<file path="src/rtl/tim_apb_pkg.sv">
// Shared types and constants for the timer APB initiator and its users.
// Register offsets are shared with the self-test sequencer and the harness.
package tim_apb_pkg;

  localparam int TIM_ADDR_W = 12;
  localparam int TIM_DATA_W = 32;

  localparam logic [TIM_ADDR_W-1:0] TIM_REG_CTRL  = 12'h000;
  localparam logic [TIM_ADDR_W-1:0] TIM_REG_LOAD  = 12'h004;
  localparam logic [TIM_ADDR_W-1:0] TIM_REG_COUNT = 12'h008;
  localparam logic [TIM_ADDR_W-1:0] TIM_REG_IRQ   = 12'h00C;
  localparam logic [TIM_ADDR_W-1:0] TIM_REG_PRESC = 12'h010;

  typedef enum logic [1:0] {
    ST_IDLE   = 2'd0,
    ST_SETUP  = 2'd1,
    ST_ACCESS = 2'd2
  } apb_state_e;

  // Wait counter width; a disabled timeout still gets a 1-bit counter.
  function automatic int wdog_cnt_w(input int limit);
    return (limit > 0) ? $clog2(limit + 1) : 1;
  endfunction

endpackage

</file>
<file path="src/rtl/tim_apb_if.sv">
// APB3/APB4 signal bundle between the timer initiator and the timer slave port.
interface tim_apb_if #(
  parameter int ADDR_W = tim_apb_pkg::TIM_ADDR_W,
  parameter int DATA_W = tim_apb_pkg::TIM_DATA_W
);
  localparam int STRB_W = DATA_W / 8;

  logic              psel;
  logic              penable;
  logic              pwrite;
  logic [ADDR_W-1:0] paddr;
  logic [DATA_W-1:0] pwdata;
  logic [STRB_W-1:0] pstrb;
  logic              pready;
  logic              pslverr;
  logic [DATA_W-1:0] prdata;

  modport master (
    output psel, penable, pwrite, paddr, pwdata, pstrb,
    input  pready, pslverr, prdata
  );

  modport slave (
    input  psel, penable, pwrite, paddr, pwdata, pstrb,
    output pready, pslverr, prdata
  );

endinterface

</file>
<file path="src/rtl/tim_apb_wdog.sv">
// Saturating ACCESS wait-state counter; flags the last allowed wait cycle.
module tim_apb_wdog
  import tim_apb_pkg::*;
#(
  parameter int TIMEOUT_CYC = 255
) (
  input  logic sys_clk,
  input  logic sys_rst,
  input  logic clr,
  input  logic en,
  output logic expired
);

  localparam int CNT_W = wdog_cnt_w(TIMEOUT_CYC);
  localparam logic [CNT_W-1:0] CNT_SAT  = CNT_W'(TIMEOUT_CYC);
  localparam logic [CNT_W-1:0] CNT_LAST = (TIMEOUT_CYC > 0) ? CNT_W'(TIMEOUT_CYC - 1) : '0;

  logic [CNT_W-1:0] cnt;

  always_ff @(posedge sys_clk) begin
    if (sys_rst || clr) begin
      cnt <= '0;
    end else if (en && (cnt != CNT_SAT)) begin
      cnt <= cnt + 1'b1;
    end
  end

  // Asserted in the wait cycle whose increment would reach the limit, so the
  // abort lands after exactly TIMEOUT_CYC ACCESS cycles.
  assign expired = (TIMEOUT_CYC > 0) && en && (cnt == CNT_LAST);

endmodule

</file>
<file path="src/rtl/tim_apb_master.sv">
// Single-beat valid/ready command port to APB initiator for the timer block,
// with a wait-state timeout so a hung slave cannot stall the requester.
//
// state  | meaning
// IDLE   | cmd_ready high, APB outputs zero, waiting for a command
// SETUP  | psel high, penable low, command latched onto the bus
// ACCESS | psel and penable high, waiting for pready or the timeout
module tim_apb_master
  import tim_apb_pkg::*;
#(
  parameter int ADDR_W      = TIM_ADDR_W,
  parameter int DATA_W      = TIM_DATA_W,
  parameter int TIMEOUT_CYC = 255,
  localparam int STRB_W     = DATA_W / 8
) (
  input  logic              sys_clk,
  input  logic              sys_rst,
  input  logic              cmd_valid,
  output logic              cmd_ready,
  input  logic              cmd_write,
  input  logic [ADDR_W-1:0] cmd_addr,
  input  logic [DATA_W-1:0] cmd_wdata,
  input  logic [STRB_W-1:0] cmd_strb,
  output logic              rsp_valid,
  output logic [DATA_W-1:0] rsp_rdata,
  output logic              rsp_err,
  output logic              rsp_timeout,
  tim_apb_if.master         tim
);

  apb_state_e state, state_nxt;
  logic       hs;
  logic       done;
  logic       abort;
  logic       wd_expired;

  assign hs = cmd_valid & cmd_ready;

  tim_apb_wdog #(
    .TIMEOUT_CYC (TIMEOUT_CYC)
  ) u_wdog (
    .sys_clk (sys_clk),
    .sys_rst (sys_rst),
    .clr     (hs),
    .en      ((state == ST_ACCESS) && !tim.pready),
    .expired (wd_expired)
  );

  always_ff @(posedge sys_clk) begin
    if (sys_rst) begin
      state <= ST_IDLE;
    end else begin
      state <= state_nxt;
    end
  end

  // pready is only looked at in ACCESS; completion takes priority over timeout.
  always_comb begin
    state_nxt = state;
    done      = 1'b0;
    abort     = 1'b0;
    case (state)
      ST_IDLE: begin
        if (hs) begin
          state_nxt = ST_SETUP;
        end
      end
      ST_SETUP: begin
        state_nxt = ST_ACCESS;
      end
      ST_ACCESS: begin
        if (tim.pready) begin
          done      = 1'b1;
          state_nxt = ST_IDLE;
        end else if (wd_expired) begin
          abort     = 1'b1;
          state_nxt = ST_IDLE;
        end
      end
      default: begin
        state_nxt = ST_IDLE;
      end
    endcase
  end

  // The APB address/data registers double as the command latches.
  always_ff @(posedge sys_clk) begin
    if (sys_rst) begin
      cmd_ready   <= 1'b1;
      tim.psel    <= 1'b0;
      tim.penable <= 1'b0;
      tim.pwrite  <= 1'b0;
      tim.paddr   <= '0;
      tim.pwdata  <= '0;
      tim.pstrb   <= '0;
    end else begin
      cmd_ready   <= (state_nxt == ST_IDLE);
      tim.psel    <= (state_nxt != ST_IDLE);
      tim.penable <= (state_nxt == ST_ACCESS);
      if (hs) begin
        tim.pwrite <= cmd_write;
        tim.paddr  <= cmd_addr;
        tim.pwdata <= cmd_wdata;
        tim.pstrb  <= cmd_write ? cmd_strb : '0;
      end else if (state_nxt == ST_IDLE) begin
        tim.pwrite <= 1'b0;
        tim.paddr  <= '0;
        tim.pwdata <= '0;
        tim.pstrb  <= '0;
      end
    end
  end

  always_ff @(posedge sys_clk) begin
    if (sys_rst) begin
      rsp_valid   <= 1'b0;
      rsp_rdata   <= '0;
      rsp_err     <= 1'b0;
      rsp_timeout <= 1'b0;
    end else begin
      rsp_valid <= done | abort;
      if (done) begin
        rsp_rdata   <= tim.pwrite ? '0 : tim.prdata;
        rsp_err     <= tim.pslverr;
        rsp_timeout <= 1'b0;
      end else if (abort) begin
        rsp_rdata   <= '0;
        rsp_err     <= 1'b1;
        rsp_timeout <= 1'b1;
      end
    end
  end

endmodule

</file>
<file path="src/flat_wrapper.sv">
// flat-port wrapper written by rule: the top's interface ports become plain ports
module tim_apb_master_flat import tim_apb_pkg::*;
#(
  parameter int ADDR_W      = TIM_ADDR_W,
  parameter int DATA_W      = TIM_DATA_W,
  parameter int TIMEOUT_CYC = 255,
  localparam int STRB_W     = DATA_W / 8
)
  (sys_clk, sys_rst, cmd_valid, cmd_ready, cmd_write, cmd_addr, cmd_wdata, cmd_strb, rsp_valid, rsp_rdata, rsp_err, rsp_timeout, tim_psel, tim_penable, tim_pwrite, tim_paddr, tim_pwdata, tim_pstrb, tim_pready, tim_pslverr, tim_prdata);
  tim_apb_if #(.ADDR_W(ADDR_W), .DATA_W(DATA_W)) tim_i ();
  input  logic sys_clk;
  input  logic sys_rst;
  input  logic cmd_valid;
  output logic cmd_ready;
  input  logic cmd_write;
  input  logic [ADDR_W-1:0] cmd_addr;
  input  logic [DATA_W-1:0] cmd_wdata;
  input  logic [STRB_W-1:0] cmd_strb;
  output logic rsp_valid;
  output logic [DATA_W-1:0] rsp_rdata;
  output logic rsp_err;
  output logic rsp_timeout;
  output wire logic [$bits(tim_i.psel)-1:0] tim_psel;
  output wire logic [$bits(tim_i.penable)-1:0] tim_penable;
  output wire logic [$bits(tim_i.pwrite)-1:0] tim_pwrite;
  output wire logic [$bits(tim_i.paddr)-1:0] tim_paddr;
  output wire logic [$bits(tim_i.pwdata)-1:0] tim_pwdata;
  output wire logic [$bits(tim_i.pstrb)-1:0] tim_pstrb;
  input wire logic [$bits(tim_i.pready)-1:0] tim_pready;
  input wire logic [$bits(tim_i.pslverr)-1:0] tim_pslverr;
  input wire logic [$bits(tim_i.prdata)-1:0] tim_prdata;
  assign tim_psel = tim_i.psel;
  assign tim_penable = tim_i.penable;
  assign tim_pwrite = tim_i.pwrite;
  assign tim_paddr = tim_i.paddr;
  assign tim_pwdata = tim_i.pwdata;
  assign tim_pstrb = tim_i.pstrb;
  assign tim_i.pready = tim_pready;
  assign tim_i.pslverr = tim_pslverr;
  assign tim_i.prdata = tim_prdata;
  tim_apb_master #(.ADDR_W(ADDR_W), .DATA_W(DATA_W), .TIMEOUT_CYC(TIMEOUT_CYC)) u_core (.sys_clk(sys_clk), .sys_rst(sys_rst), .cmd_valid(cmd_valid), .cmd_ready(cmd_ready), .cmd_write(cmd_write), .cmd_addr(cmd_addr), .cmd_wdata(cmd_wdata), .cmd_strb(cmd_strb), .rsp_valid(rsp_valid), .rsp_rdata(rsp_rdata), .rsp_err(rsp_err), .rsp_timeout(rsp_timeout), .tim(tim_i));
endmodule
</file>
<file path="config.mk">
export PLATFORM = sky130hd
export DESIGN_NAME = tim_apb_master_flat
export DESIGN_NICKNAME = d
export VERILOG_FILES = /design/src/rtl/tim_apb_pkg.sv /design/src/rtl/tim_apb_if.sv /design/src/rtl/tim_apb_wdog.sv /design/src/rtl/tim_apb_master.sv /design/src/flat_wrapper.sv
export SDC_FILE = /design/constraint.sdc
export NUM_CORES = 1
export LEC_CHECK = 0
export ABC_AREA = 1
export CORE_MARGIN = 5
export CORE_UTILIZATION = 35
export DETAILED_ROUTE_END_ITERATION = 12
export HOLD_SLACK_MARGIN = 0.02
export PLACE_DENSITY_LB_ADDON = 0.08
export SYNTH_ARGS = -nofsm -noshare
export SYNTH_HDL_FRONTEND = slang
export SYNTH_HIERARCHICAL = 1
export SYNTH_SLANG_ARGS = --single-unit
</file>
<file path="constraint.sdc">
create_clock -name sys_clk -period 3.6 [get_ports sys_clk]
set_input_delay 0.72 -clock sys_clk [delete_from_list [all_inputs] [get_ports sys_clk]]
set_output_delay 0.72 -clock sys_clk [all_outputs]
set_load 0.005 [all_outputs]
</file>
==> metrics.md, run 1 <==
| Metric | Value |
|---|---|
| DP Worst Slack | 532 ps |
| Final Skew | 12.7 ps |
| Final period util | 74.0% |
| Met1 usage | 20.1% |
| First-pass detailed-route iteration total | 4 |
| CTS tree | done |
| CP max FO | 38 |
| Vias in the first global route | 3530 |
| Clock Sinks | 97 |
| Area grow syn2layout | 56.6% |
| Sequential element share of the synthesized area | 53.9% |
| Hold Crit Class | register to register |
| Routed wire length | 10600 µm |
| Final setup TNS | 0 ps |
| Synth area leader | dfxtp_1 |
| Final setup fails | 0 |
| Core Region | approximately 10000 µm² |
| Initial core utilization | 35.4% |
| Busiest metal layer after global routing | met2 |
| Antenna violations before repair | 0 |
| Die H | 111 µm |
| Mapped Area | 3600 µm² |
| Root Driver | clkbuf_8 |
| YS warnings | 6 |
| Synth cell types | 27 |
| Final Util | 55.4% |
| Vias/cell | 4.63 |
| Worst slew margin | 45.6% |
| Clk_lat worst skew | 350 ps |
| Post-detail-place hpwl | 7670 µm |
| WP data required | 3830 ps |
| Leakage | 1.97 nW |
| Largest net degree at the start of global routing | 44 |
| DRC viols | 0 |
| # rows | 37 |
| Post_cts resized | 0 |
| Minimum clock period | approximately 2700 ps |
| Crit path arrival time | 2890 ps |
| GRT Total Usage | 16.8% |
| Die area | 12400 µm² |
| GRT met3 Usage | about 6.7% |
| Type of the worst setup path | input pin to register |
| Max Slew Vio Count | 0 |
| Cell Pwr Density | 406 nW/µm² |
| GR Overflow Total | 0 |
| H-Tree Depth | 3 |
| Post-CTS setup buffer count | 0 |
| Die X | 111 µm |
| Seq cells post-synth | 97 |
| CP Capture Type | register |
| # placed instances | 742 |
| Top-area cell type share of the netlist area | 53.9% |
| Fraction of layout cells with a size suffix above 1 | between 6 and 7% |
| Post-Layout Cell Count | 757 |
| Syn Nets | 543 |
| Post-DRT Antenna Nets | 0 |
| Max Buffers Root-to-Sink | 2 |
| Num CTS Buffers | 9 |
| PortBufs | 172 |
| DR iter-0 viols | between 100 and 150 |
| Nets@finish | approximately 700 |
| CTS hold repair buffers | 0 |
| Status | finished clean |
| Fin. Hold Viols | 0 |
| RePlAce Congestion | roughly 0.77 |
| VDD IR max | 0.216 mV |
| RSZ-0062 raised after global routing | false |
| I/O Pins | 173 |
| Post-route setup slack | 935 ps |
| Mapped Avg Cell Area | 7.92 µm² |
| MaxCap Viol Count | 0 |
| Routed len/inst | 14.0 µm |
| Met2 GRT Util | between 20% and 30% |
| Diode count | 0 |
| Peak Freq | 375 MHz |
| Element type at the critical path start | input pin |
| Worst-margin pin slew | 816 ps |
| Vias | around 3500 |
| Ranking of synthesized cells by area | dfxtp_1 (54%), nand2_1 (14%), a21oi_1 (12%), nand3_1 (7.1%), nor2_1 (1.8%) |
| Global-route wire length before repair | 17400 µm |
| Clk slew on worst S/H paths | 90 ps |
| Mapped Cells | 455 |
path summary, 6_finish.rpt:
| path | slack [ps] | cells past startpoint | end | start |
|---|---|---|---|---|
| worst max-delay path | 930 | 10 | u_core/tim.paddr[5]$_SDFFE_PP0P_ | tim_pready |
| worst min-delay path | 460 | 2 | u_core/rsp_err$_SDFFE_PP0P_ | u_core/rsp_err$_SDFFE_PP0P_ |
| worst max register to register | 1420 | 9 | u_core/tim.paddr[5]$_SDFFE_PP0P_ | u_core/state[0]$_SDFF_PP0_ |
| worst min register to register | 460 | 2 | u_core/rsp_err$_SDFFE_PP0P_ | u_core/rsp_err$_SDFFE_PP0P_ |
logic make-up (layout without fill, tap and decap cells):
logic type	count (synthesis)	in the layout	synth area share, %
buf+inv	43	209	5.48
compound gates	95	95	13.7
fa+ha+maj	2	2	0.694
flops	97	97	53.9
xor+xnor	2	2	0.486
simple gates	216	216	25.8
where the power goes:
group          total, W  internal [W]  switching [W]  leakage [nW]
Combinational  0.000328      0.000181       0.000147          1.07
Sequential      0.00114       0.00111      0.0000229         0.789
Clock          0.000828      0.000460       0.000368         0.117
per-stage QoR:
stage / area [µm²] / hold WS (ps) / total power, W
after floorplan: 3600 / 450 / 0.00129
after global placement: 5410 / 447 / 0.00149
after detailed placement: 5410 / 445 / 0.00149
after CTS: 5640 / 463 / 0.00233
after global routing: 5640 / 490 / 0.00240
final: 5640 / 460 / 0.00229
Yosys cell counts:
cell type	count
a211oi_1	1
a21oi_1	86
a21oi_2	2
buf_1	5
buf_2	8
buf_4	3
buf_6	2
clkbuf_1	12
dfxtp_1	97
ha_1	2
inv_1	10
inv_2	3
nand2_1	131
nand2_2	5
nand3_1	51
nand3_2	3
nor2_1	17
nor2_2	2
nor2_4	1
nor3_1	4
nor3b_1	1
nor4_1	1
o21ai_0	3
o21ai_1	1
o21ai_2	2
xnor2_1	1
xor2_1	1
cell type report:
| type | instances | area [µm²] |
|---|---|---|
| clock buffer | 10 | 128 |
| clock inverter | 5 | 104 |
| fill | 972 | 4540 |
| timing repair buffer | 181 | 1780 |
| multi-input combinational | 315 | 1470 |
| inverter | 13 | 48.8 |
| tap | 136 | 170 |
| sequential | 97 | 1940 |
per-layer routing:
metal | up-vias | wire (µm)
met5 | - | 0
met4 | 0 | 176
met3 | 13 | 872
met2 | 101 | 5040
met1 | 1577 | 4530
li1 | 1813 | -
flip-flops by register name, indices dropped and copies added (netlist names):
name                count
u_core/tim.pwrite       1
u_core/u_wdog/cnt       8
u_core/rsp_err          1
u_core/state            2
u_core/tim.penable      1
u_core/rsp_timeout      1
u_core/cmd_ready        1
u_core/rsp_valid        1
u_core/tim.paddr       12
u_core/tim.pstrb        4
u_core/rsp_rdata       32
u_core/tim.pwdata      32
u_core/tim.psel         1
critical path, stage by stage:
cell and delay (ps):
clkdlybuf4s50_1 470, nor3_1 250, nand2_1 70, nor4_1 430, inv_1 110, nand3_2 120
nand2_2 190, buf_4 330, nand3_1 120, a21oi_1 80
cell usage in the layout, fill, tap and decap left out, types with 3 or more instances in the layout:
cell type / instances
clkdlybuf4s50_1: 171
nand2_1: 130
dfxtp_1: 97
a21oi_1: 86
nand3_1: 51
nor2_1: 17
inv_1: 10
clkbuf_8: 9
buf_4: 9
nand2_2: 6
nor3_1: 4
bufinv_16: 3
inv_2: 3
nand3_2: 3
o21ai_0: 3
(Power assumes the default switching activity.)
==> run 2: changes to the inputs <==
==> constraint.sdc (replaced) <==
create_clock -name sys_clk -period 2.65 [get_ports sys_clk]
set_input_delay 0.53 -clock sys_clk [delete_from_list [all_inputs] [get_ports sys_clk]]
set_output_delay 0.53 -clock sys_clk [all_outputs]
set_load 0.005 [all_outputs]
==> metrics.md, run 2 (synthesized netlist as in run 1, its figures left out) <==
| Metric | Value |
|---|---|
| GRT Total Usage | 16.7% |
| Root Driver | clkbuf_8 |
| DR iter-0 viols | 194 |
| RePlAce Congestion | 0.777 |
| Num CTS Buffers | 9 |
| Core Region | 10200 µm² |
| CP max FO | 44 |
| Largest net degree at the start of global routing | 45 |
| Worst slew margin | a little over two thirds |
| Final Skew | 14.7 ps |
| RSZ-0062 raised after global routing | false |
| Fraction of layout cells with a size suffix above 1 | 7.37% |
| Die H | 111 µm |
| Crit path from | tim_pready |
| Clk_lat worst skew | 350 ps |
| Minimum clock period | between 2000 and 2500 ps |
| Fin. Hold Viols | 0 |
| # rows | 37 |
| Clock Sinks | 97 |
| CP Capture Type | register |
| Post-route setup slack | about 530 ps |
| Peak Freq | between 400 and 500 MHz |
| Die X | 111 µm |
| Final setup TNS | 0 ps |
| PortBufs | 172 |
| Commonest non-fill, non-tap cell in the layout | clkdlybuf4s50_1 |
| Max Buffers Root-to-Sink | 2 |
| Crit path arrival time | around 2300 ps |
| Post-CTS setup buffer count | 0 |
| Max Slew Vio Count | 0 |
| Routed len/inst | 14.1 µm |
| Antenna violations before repair | 0 |
| Placed Area | 5450 µm² |
| CTS hold repair buffers | 0 |
| R2R Path Start | u_core/state[0]$_SDFF_PP0_ |
| DRC viols | 0 |
| MaxCap Viol Count | 0 |
| Diode count | 0 |
| Cell Pwr Density | 534 nW/µm² |
| Type of the worst setup path | input pin to register |
| Most frequent cells in the layout | clkdlybuf4s50_1 (171), nand2_1 (130), dfxtp_1 (97) |
| GR Overflow Total | 0 |
| Vias | 3583 |
| Nets@finish | 708 |
| Global-route wire length before repair | 17100 µm |
| Vias/cell | between 4 and 5 |
| Clk slew on worst S/H paths | 90 ps |
| Final period util | 80.1% |
| DP Worst Slack | roughly 170 ps |
| Area grow syn2layout | 56.9% |
| CTS tree | done |
| Biggest regs | u_core/rsp_rdata: 32 flops, u_core/tim.pwdata: 32 flops, u_core/tim.paddr: 12 flops |
| Final instance area | 5660 µm² |
| Post-detail-place hpwl | roughly 7800 µm |
| Hold Crit Class | register to register |
| Element type at the critical path start | input pin |
| Die area | roughly 12000 µm² |
| Post_cts resized | 0 |
| Startpoint of the worst hold path | u_core/rsp_rdata[0]$_SDFFE_PP0P_ |
| Leakage | 1.98 nW |
| WP data required | 2870 ps |
| I/O Pins | 173 |
| H-Tree Depth | 3 |
| Routed wire length | ~11000 µm |
| Final setup fails | 0 |
| First-pass detailed-route iteration total | 6 |
| Worst-margin pin slew | 459 ps |
| Post-DRT Antenna Nets | 0 |
| Vias in the first global route | 3473 |
| Status | finished clean |
| Initial core utilization | a little over a third |
| VDD IR max | 0.266 mV |
==> run 2: report_power, final <==
part | leakage, nW | total [W] | internal (W) | switching [W]
Combinational | 1.09 | 0.000457 | 0.000253 | 0.000203
Sequential | 0.789 | 0.00155 | 0.00151 | 0.0000317
Clock | 0.102 | 0.00102 | 0.000528 | 0.000492
==> run 2: final cells by class <==
class | count | area [µm²]
Clock buffer | 10 | 128
Sequential cell | 97 | 1940
Timing Repair Buffer | 184 | 1820
Fill cell | 989 | 4530
Inverter | 13 | 48.8
Multi-Input combinational cell | 315 | 1470
Clock inverter | 5 | 81.3
Tap cell | 136 | 170
==> run 2: path summary, 6_finish.rpt <==
path	slack, ps	end	depth (start not counted)
worst max-delay path	530	u_core/tim.pstrb[2]$_SDFFE_PP0P_	10
worst min-delay path	470	u_core/rsp_rdata[0]$_SDFFE_PP0P_	2
worst max register to register	840	u_core/tim.pstrb[2]$_SDFFE_PP0P_	9
worst min register to register	470	u_core/rsp_rdata[0]$_SDFFE_PP0P_	2
==> run 2: layer usage <==
layer	GRT usage (%)	wire length (µm)	share of wire [%]	up-vias
met2	28.7	5320	50	102
met3	6.90	817	7.6	6
met4	4.30	108	1.0	0
met1	19.2	4490	42	1656
li1	-	-	-	1819
met5	0	0	0	-
==> run 2: worst max-delay path, stage by stage <==
cell	delay, ps
clkdlybuf4s50_1	480
nor3_1	270
nand2_1	70
nor4_1	270
inv_1	100
nand3_2	110
nand2_2	120
buf_12	200
nand3_1	90
a21oi_1	70
==> run 2: per-stage QoR <==
stage                     power [W]  utilization (%)  std cells  hold slack, ps
after global routing        0.00318             55.5        760             483
after detailed placement    0.00204             53.5        745             455
after CTS                   0.00308             55.5        760             469
after global placement      0.00204             53.5        745             447
after floorplan             0.00175                -        455             450
final                       0.00302             55.5        760             467
==> run 3: changes to the inputs <==
==> constraint.sdc (replaced) <==
create_clock -name sys_clk -period 2 [get_ports sys_clk]
set_input_delay 0.4 -clock sys_clk [delete_from_list [all_inputs] [get_ports sys_clk]]
set_output_delay 0.4 -clock sys_clk [all_outputs]
set_load 0.005 [all_outputs]
==> metrics.md, run 3 (synthesized netlist as in run 1, its figures left out) <==
| Metric | Value |
|---|---|
| Status | finished clean |
| Post-CTS setup buffer count | 0 |
| NetSw | 0.000988 W |
| Worst hold slack | about 430 ps |
| First-pass detailed-route iteration total | 4 |
| Filler instances | 973 |
| Root Driver | clkbuf_8 |
| Vias/cell | about 4.6 |
| GRT Total Usage | 16.7% |
| Vias in the first global route | 3512 |
| Post-detail-place hpwl | 7450 µm |
| Biggest regs | u_core/rsp_rdata: 32 flops, u_core/tim.pwdata: 32 flops, u_core/tim.paddr: 12 flops |
| Clk slew on worst S/H paths | 100 ps |
| Post-route setup slack | 205 ps |
| Cell Pwr Density | ~690 nW/µm² |
| R2R Path Start | u_core/state[0]$_SDFF_PP0_ |
| Die area | 12400 µm² |
| VDD IR max | 0.439 mV |
| # placed instances | 747 |
| Area occupied by multi-input gates | 1470 µm² |
| Startpoint of the worst hold path | sys_rst |
| Die X | 111 µm |
| Crit path from | tim_pready |
| Clock Sinks | just under 100 |
| # rows | 37 |
| Fraction of layout cells with a size suffix above 1 | 7.97% |
| I/O Pins | 173 |
| Leakage | 2.00 nW |
| Minimum clock period | 1790 ps |
| Type of the worst setup path | input pin to register |
| Die H | between 100 and 150 µm |
| Hold Crit Class | input pin to register |
| CP Capture Type | register |
| RSZ-0062 raised after global routing | false |
| Max Slew Vio Count | 0 |
| Diode count | 0 |
| Clk_lat worst skew | 350 ps |
| CP top delay family | simple AND/OR/NAND/NOR gates |
| CP max FO | roughly 50 |
| Vias | 3533 |
| Final Skew | approximately 11 ps |
| Core Region | approximately 10000 µm² |
| Final period util | 89.7% |
| Initial core utilization | a little over a third |
| Internal cell power | 0.00298 W |
| Clk pwr share | 32.7% |
| Num CTS Buffers | 9 |
| Worst slew margin | 74.4% |
| Commonest non-fill, non-tap cell in the layout | clkdlybuf4s50_1 |
| H-Tree Depth | 3 |
| Fin. Hold Viols | 0 |
| Slowest stage cell, crit path | clkdlybuf4s50_1 |
| PortBufs | between 150 and 200 |
| Post-DRT Antenna Nets | 0 |
| Crit path arrival time | 2040 ps |
| Worst-margin pin slew | between 300 and 400 ps |
| Most frequent cells in the layout | clkdlybuf4s50_1 (171), nand2_1 (130), dfxtp_1 (97) |
| Register area | slightly below 2000 µm² |
| MaxCap Viol Count | 0 |
| Post-Layout Cell Count | 763 |
| DRC viols | 0 |
| DR iter-0 viols | 220 |
| Gate power share | about 16% |
| Sequential power share | between 50% and 60% |
| Final setup fails | 0 |
| Element type at the critical path start | input pin |
| Worst Path Buf+Inv | 3 |
| Post_cts resized | 0 |
| Global-route wire length before repair | 17100 µm |
| Nets@finish | 710 |
| Routed wire length | 10500 µm |
| Peak Freq | 557 MHz |
| Sw frac | 24.9% |
| CTS tree | done |
| Area grow syn2layout | 58.7% |
| Antenna violations before repair | 0 |
| Max Buffers Root-to-Sink | 2 |
| Routed len/inst | 13.8 µm |
| Largest net degree at the start of global routing | between 50 and 60 |
| CP max stage delay | 450 ps |
| WP data required | 2240 ps |
| Total Power | roughly 0.0040 W |
| DP Worst Slack | -159 ps |
| RePlAce Congestion | 0.758 |
| Crit-path cells | clkdlybuf4s50_1 > nor3_2 > nand2_1 > nor4_1 > inv_1 > nand3_2 > nand2_2 > buf_12 > nand3_1 > a21oi_1 |
| CTS hold repair buffers | 0 |
| GR Overflow Total | 0 |
run 3: final timing paths:
check                                                           to  slack [ps]  cells after the start
worst max-delay path            u_core/tim.pwdata[29]$_SDFFE_PP0P_         210                     10
worst min-delay path             u_core/tim.pwdata[6]$_SDFFE_PP0P_         430                      2
worst max register to register  u_core/tim.pwdata[29]$_SDFFE_PP0P_         300                      9
worst min register to register         u_core/rsp_err$_SDFFE_PP0P_         460                      2
run 3: power by group through the flow:
stage	sequential [W]	clock [W]	combinational (W)
final	0.00205	0.00130	0.000620
after global routing	0.00206	0.00143	0.000681
after CTS	0.00205	0.00135	0.000630
after detailed placement	0.00209	0	0.000627
after global placement	0.00209	0	0.000625
after floorplan	0.00210	0	0.000226
run 3: per-stage QoR:
| step | TNS (ps) | utilization [%] | instance area (µm²) |
|---|---|---|---|
| global placement | -5330 | 54.2 | 5520 |
| global route | 0 | 56.2 | 5720 |
| floorplan | 0 | - | 3610 |
| finish | 0 | 56.2 | 5720 |
| detailed placement | -10380 | 54.2 | 5520 |
| CTS | 0 | 56.2 | 5720 |
run 3: area by class of cell:
| type | count | share of cell area (%) |
|---|---|---|
| Clock inverter | 5 | 1.09 |
| Sequential cell | 97 | 33.9 |
| Timing Repair Buffer | 186 | 32.9 |
| Inverter | 13 | 0.853 |
| Tap cell | 136 | 2.97 |
| Multi-Input combinational cell | 315 | 25.7 |
| Clock buffer | 11 | 2.47 |
run 3: per-layer routing:
metal	GRT usage, %	up-vias	share of wire (%)	wire length [µm]
li1	-	1823	-	-
met1	19.8	1582	43	4560
met2	27.6	117	47	4910
met3	6.90	11	8.9	933
met4	5.11	0	1.2	128
met5	0	-	0	0
